<file path="src/rtl/gray4_monitor.sv">
`default_nettype none
// ============================================================================
// Module   : gray4_monitor
// Purpose  : Decodes a Gray counter output, checks single-step advance and the
//            tc/ceo flags, counts wraps and fault events.
// Revision : 1.0
// ============================================================================
module gray4_monitor #(
    parameter int W    = 4,
    parameter int NCYC = 8,
    parameter int NERR = 4
) (
    input  logic            clk,
    input  logic            r,
    input  logic            ce,
    input  logic [W-1:0]    gi,
    input  logic            tc,
    input  logic            ceo,
    output logic [W-1:0]    B,
    output logic            step,
    output logic            rsy,
    output logic            err,
    output logic [NERR-1:0] err_cnt,
    output logic [NCYC-1:0] cyc,
    output logic [1:0]      st
);

    localparam logic [1:0]      c_st_init  = 2'b00;
    localparam logic [1:0]      c_st_track = 2'b01;
    localparam logic [1:0]      c_st_fault = 2'b10;
    localparam logic [W-1:0]    c_one_w    = W'(1);
    localparam logic [W-1:0]    c_ones_w   = {W{1'b1}};
    localparam logic [NCYC-1:0] c_one_cyc  = NCYC'(1);
    localparam logic [NERR-1:0] c_one_err  = NERR'(1);
    localparam logic [NERR-1:0] c_max_err  = {NERR{1'b1}};

    logic [1:0]   r_state;
    logic [1:0]   w_next_state;
    logic [W-1:0] r_g_q;
    logic [W-1:0] w_bn;
    logic [W-1:0] w_b_inc;
    logic         w_active;
    logic         w_changed;
    logic         w_legal;
    logic         w_wrap;
    logic         w_resync;
    logic         w_jump_err;
    logic         w_tc_err;
    logic         w_ceo_err;
    logic         w_fault_evt;

    // Each binary bit is the XOR of all Gray bits at and above it.
    for (genvar i = 0; i < W; i++) begin : g_decode
        assign w_bn[i] = ^gi[W-1:i];
    end

    // B always holds the previous decoded sample, so it doubles as b_q.
    assign w_b_inc     = B + c_one_w;
    assign w_active    = (r_state != c_st_init);
    assign w_changed   = (gi != r_g_q);
    assign w_legal     = w_changed && (w_bn == w_b_inc);
    assign w_wrap      = w_legal && (B == c_ones_w);
    assign w_resync    = w_changed && !w_legal && (w_bn == '0) && (B != c_ones_w);
    assign w_jump_err  = w_changed && !w_legal && !w_resync;
    assign w_tc_err    = (tc != (w_bn == c_ones_w));
    assign w_ceo_err   = (ceo != (ce & tc));
    assign w_fault_evt = w_active && (w_jump_err || w_tc_err || w_ceo_err);

    always_ff @(posedge clk) begin
        if (!r) begin
            r_state <= c_st_init;
        end else begin
            r_state <= w_next_state;
        end
    end

    always_comb begin
        w_next_state = r_state;
        case (r_state)
            c_st_init:  w_next_state = c_st_track;
            c_st_track: w_next_state = w_fault_evt ? c_st_fault : c_st_track;
            c_st_fault: w_next_state = c_st_fault;
            default:    w_next_state = c_st_init;
        endcase
    end

    always_comb begin
        st  = r_state;
        err = (r_state == c_st_fault);
    end

    always_ff @(posedge clk) begin
        if (!r) begin
            B       <= '0;
            r_g_q   <= '0;
            step    <= 1'b0;
            rsy     <= 1'b0;
            cyc     <= '0;
            err_cnt <= '0;
        end else begin
            B     <= w_bn;
            r_g_q <= gi;
            step  <= w_active && w_legal;
            rsy   <= w_active && w_resync;
            if (w_active && w_wrap) begin
                cyc <= cyc + c_one_cyc;
            end
            if (w_fault_evt && (err_cnt != c_max_err)) begin
                err_cnt <= err_cnt + c_one_err;
            end
        end
    end

endmodule
`default_nettype wire
</file>
<file path="config.mk">
export PLATFORM = sky130hd
export DESIGN_NAME = gray4_monitor
export DESIGN_NICKNAME = d
export VERILOG_FILES = /design/src/rtl/gray4_monitor.sv
export SDC_FILE = /design/constraint.sdc
export NUM_CORES = 1
export LEC_CHECK = 0
export CAP_MARGIN = 25
export CORE_MARGIN = 2
export CORE_UTILIZATION = 61
export DETAILED_ROUTE_END_ITERATION = 6
export DONT_BUFFER_PORTS = 1
export GPL_ROUTABILITY_DRIVEN = 1
export PLACE_DENSITY_LB_ADDON = 0.05
export SLEW_MARGIN = 30
export SYNTH_ARGS = -nofsm -noshare
export SYNTH_HDL_FRONTEND = slang
export SYNTH_SLANG_ARGS = --single-unit
</file>
<file path="constraint.sdc">
create_clock -name clk -period 3 [get_ports clk]
set_input_delay 0.6 -clock clk [delete_from_list [all_inputs] [get_ports clk]]
set_output_delay 0.6 -clock clk [all_outputs]
set_load 0.1 [all_outputs]
</file>
**Word level (Yosys, flattened, before mapping)**

Cells that the tools add are included.

- Add/sub/neg operators: 3
- Equality and inequality tests: 10
- Mux-type cells: 2
- Bitwise gates (word level): 1
- Reductions and logical operators: 21

Operator list:

| operator | number |
|---|---|
| $logic_and A1 B1 Y1 | 11 |
| $add A4 B1 Y4 const B | 2 |
| $add A8 B1 Y8 const B | 1 |
| $eq A4 B4 Y1 const B | 2 |
| $ne A4 B4 Y1 const B | 2 |
| $pmux W2 S3 | 1 |
| $eq A4 B4 Y1 | 1 |
| $logic_not A4 Y1 | 1 |
| $ne A4 B4 Y1 | 1 |
| $reduce_xor A4 Y1 | 1 |
| $reduce_xor A3 Y1 | 1 |
| $eq A2 B1 Y1 const B | 1 |
| $eq A2 B2 Y1 const B | 1 |
| $logic_not A1 Y1 | 2 |
| $logic_not A2 Y1 | 1 |
| $logic_or A1 B1 Y1 | 2 |
| $mux W2 | 1 |
| $ne A1 B1 Y1 | 2 |
| $reduce_bool A2 Y1 | 1 |
| $reduce_xor A2 Y1 | 1 |
| $and A1 B1 Y1 | 1 |

- Register bits after elaboration: 24
- Bits of input ports: 9

**Longest topological paths before layout**

Gate-level depths: netlist of the first run.

- Depth after elaboration: 14
- Depth in mapped cells: 9
- Gate-level depth less buffers: 8

**Worst setup path before layout of the first run**

Ideal clock, no wire load.

- Kind: register to output
- Start: register r_state[1], in the netlist st[1]
- End: output port err
- Arrival: 2434 ps
- Required time: 2400 ps
- Slack: -34 ps
- Cell stages (with the launch flop): 3
- Path buffers: 0
- Cells stage by stage: dfxtp_1 -> inv_1 -> nor2_1

- Longest elaborated chain between the ends: 1

Ends and longest elaborated chain:

| element | line | source |
|---|---|---|
| start, declared | 37 | `logic [1:0] r_state;` |
| start signal, assigned | 71 | `r_state <= c_st_init;` |
| start signal, assigned | 73 | `r_state <= w_next_state;` |
| $eq A2 B2 Y1 | 89 | `err = (r_state == c_st_fault);` |
| end, declared | 22 | `output logic err,` |

Every way passes these cells.

**Worst setup path in the final report of the first run**

- Start: input port gi[2]
- End: register cyc[5]

- Longest elaborated chain between the ends: 5
- Elaborated cells on any way between the ends: 8
- Those cells by class: eq/ne: 2; reduce/logical: 6

Ends and longest elaborated chain:

| element | line | source |
|---|---|---|
| start, declared | 16 | `input logic [W-1:0] gi,` |
| $reduce_xor A2 Y1 | 54 | `assign w_bn[i] = ^gi[W-1:i];` |
| via w_bn[2] | 40 | `logic [W-1:0] w_bn;` |
| $eq A4 B4 Y1 | 61 | `assign w_legal = w_changed && (w_bn == w_b_inc);` |
| $logic_and A1 B1 Y1 | 61 |  |
| $logic_and A1 B1 Y1 | 62 | `assign w_wrap = w_legal && (B == c_ones_w);` |
| $logic_and A1 B1 Y1 | 105 | `if (w_active && w_wrap) begin` |
| end signal, assigned | 106 | `cyc <= cyc + c_one_cyc;` |
| end, declared | 24 | `output logic [NCYC-1:0] cyc,` |

The timed path passes the listed nets, and every way through them passes these cells.
A chain may end at the register's enable or synchronous reset.

==> flow_metrics.tcl, run 1 <==
set metrics [dict create \
    clk_pin_slew_ns 0.12 \
    clk_latency_ns 0.31 \
    synthArstFlopShare_pct 0 \
    synth_area_sq_um 1230 \
    viasPerCell 5.47 \
    synth_edf_count 0 \
    rows 16 \
    start_util_pct 63.6 \
    synth_top_family_by_area "simple AND/OR/NAND/NOR gates" \
    synth_fa_ha_area_share_pct 5.07 \
    ir_drop_mv 0.376 \
    track_usage_pct 21.3 \
    fin_nets 170 \
    max_stage_delay_ns 0.58 \
    slew_viol_final 0 \
    syn_inst 138 \
    clock_skew_ns 0.00559 \
    route.detailed.drc 0 \
    powerDensity_nw_per_um2 559 \
    dp_hpwl_um 1760 \
    clockBufferDepth 2 \
    leakagePower_nw 0.603 \
    synth-simple-area-share_pct 25.5 \
    area_growth_pct 14.1 \
    crit_slowest_cell "or4_1" \
    post-cts-setup-buffer-count 0 \
    routedWlPerCell_um 12.8 \
    p_sw_w 0.000327 \
    relSlewSlack_pct 33.2 \
    min_from "r" \
    grt_overflow 0 \
    synthFlopType "dfxtp_1" \
    final_cell_mix "dfxtp_1, buf_4, nand2_1" \
    min_to "st[1]" \
    synthDistinctLibCells 38 \
    grt_pass1_vias 966 \
    reg2reg_from "B[3]" \
    crit_path_start "gi[2]" \
    chipHeight_um 49.0 \
    final_common_cell "dfxtp_1" \
    setup_viol 0 \
    ys_ff_latch 23 \
    cap_violations 0 \
    crit-reg2reg-capture "cyc[5]" \
    cts_resized 0 \
    pwr-share-clk_pct 18.0 \
    grt_pass1_wl_um 3960 \
    worstPathCellList "inv_1 > ha_1 > xor2_2 > xnor3_1 > nor3_4 > nand3_1 > or4_1 > a21oi_1" \
    internal_power_w 0.000460 \
    ios 30 \
    end_kind "flip-flop" \
    gp_congestion 0.836 \
    rsz0062_at_grt "false" \
    period_needed_ns 2.56 \
    clock-root-buffer "clkbuf_4" \
    die_x_um 49.0 \
    antenna_cells 0 \
    num_vias 996 \
    hold_buffers 0 \
    holdCritPathClass "in -> reg" \
    antenna_left 0 \
    drive_gt1_share_pct 17.4 \
    p_comb_share_pct 38.7 \
    critPathArrivalTime_ns 2.82 \
    reg2regPathDepth 6 \
    dieArea_sq_um 2400 \
    first_iter_violations 16 \
    firstDrtPassIters 4 \
    grt_start_max_net_pins 20 \
    max_freq_mhz 390 \
    cpLargestDelayFamily "simple AND/OR/NAND/NOR gates" \
    status "finished clean" \
    worst_setup_path_start_kind "primary input" \
    critPathMaxFanout 10 \
    yosysWarnings 0 \
    portBuffers 0 \
    seqPwrFrac_pct 43.3 \
    hold_viol 0 \
    seq_area_frac_synth_pct 37.3 \
    critPathBufInv 1 \
    wirelength_um 2330 \
    muxShareOfSynthArea_pct 4.05 \
    synth-compound-area-share_pct 11.0 \
    fill_cells 166 \
    syn_avg_cell_area_sq_um 8.95 \
    ctsHtreeMaxLevel 1 \
    worst_pin_slew_ns 1.00 \
    critPathRequiredTime_ns 3.26 \
    fin_tns_setup_ns 0 \
    synth-xor-area-share_pct 13.0 \
    cts_made_buffers 3 \
    r2r_slack_ns 0.85 \
    whs_ns 0.392 \
    cts_tree "done" \
    min_period_over_period_pct 85.4 \
    grt_antenna_before_repair 0 \
    worst-setup-path-type "in -> reg" \
    holdPathStages 2 \
    core_sq_um 1940 \
    cts.sinks 23 \
    syn_nets 152 \
    switching_share_pct 41.5 \
]
==> per-layer routing <==
metal,GRT usage (%),routed length [um],vias up
met5,0,0,-
met4,8.57,39,0
met3,3.68,113,5
met2,38.1,1110,30
met1,25.0,1070,445
li1,-,-,516
==> how the worst max path moves through the flow <==
stage,endpoint,slack (ns),depth (start not counted)
after floorplan,err,0.41,2
after global placement,cyc[5],0.24,8
after detailed placement,cyc[5],0.14,8
after CTS,cyc[5],0.44,8
after global routing,cyc[5],0.29,8
final,cyc[5],0.44,8
==> cell families after synthesis <==
group           after synthesis
mux                           5
compound gates               20
buf+inv                      11
xor+xnor                     15
fa+ha+maj                     5
simple gates                 59
flops                        23
==> worst reg2reg max path, cell delays in order (launching register included) <==
cell and delay (ns):
dfxtp_1 0.39, xor2_1 0.26, xnor2_1 0.16, nor3_4 0.26, nand3_1 0.31, or4_1 0.58, a21oi_1 0.14
==> stage by stage <==
step / setup slack (ns) / cells / area, sq um / total power (W) / util, %
after floorplan: 0.408 / 138 / 1240 / 0.000603 / -
after global placement: 0.240 / 178 / 1380 / 0.000645 / 71.2
after detailed placement: 0.139 / 178 / 1380 / 0.000651 / 71.2
after CTS: 0.444 / 182 / 1410 / 0.000792 / 72.6
after global routing: 0.294 / 182 / 1410 / 0.000821 / 72.6
final: 0.437 / 182 / 1410 / 0.000787 / 72.6
==> registers in the layout, indices dropped and copies added (netlist names) <==
register and cells:
st 2, step 1, B 4, rsy 1, err_cnt 4, r_g_q 3
cyc 8
==> power groups by stage <==
stage	Sequential (W)	Combinational, W	Clock [W]
floorplan	0.000467	0.000136	0
global placement	0.000347	0.000298	0
detailed placement	0.000348	0.000304	0
CTS	0.000341	0.000306	0.000146
global route	0.000343	0.000323	0.000155
finish	0.000341	0.000305	0.000142
==> area by class of cell <==
| class | instances | area, sq um | area share (%) |
|---|---|---|---|
| repair buffers | 19 | 143 | 10.1 |
| clock buffers | 4 | 26.3 | 1.87 |
| flip-flops and latches | 23 | 460 | 32.7 |
| inverters | 5 | 18.8 | 1.33 |
| well taps | 27 | 33.8 | 2.40 |
| multi-input cells | 104 | 727 | 51.6 |
==> synth_stat cells (4+ instances only) <==
master | n | share of area [%]
a21oi_1 | 5 | 2.0
and2_1 | 4 | 2.0
dfxtp_1 | 23 | 37
ha_1 | 5 | 5.1
inv_1 | 5 | 1.5
mux2i_1 | 5 | 4.1
nand2_1 | 14 | 4.3
nand2b_1 | 4 | 2.0
nand3_1 | 8 | 3.2
nor2_1 | 11 | 3.3
nor3_1 | 4 | 1.6
or3_1 | 4 | 2.0
xnor2_1 | 5 | 3.5
xor2_1 | 7 | 5.0
No activity file was read; power rests on OpenSTA's default activity.
==> run 2, diff against run 1 <==
--- a/config.mk
+++ b/config.mk
@@ -8,6 +8,7 @@
 export CAP_MARGIN = 25
 export CORE_MARGIN = 2
 export CORE_UTILIZATION = 61
+export CTS_CLUSTER_SIZE = 30
 export DETAILED_ROUTE_END_ITERATION = 6
 export DONT_BUFFER_PORTS = 1
 export GPL_ROUTABILITY_DRIVEN = 1
==> results of run 2 <==
The final DEF is identical to that of run 1; final timing and power are the same.
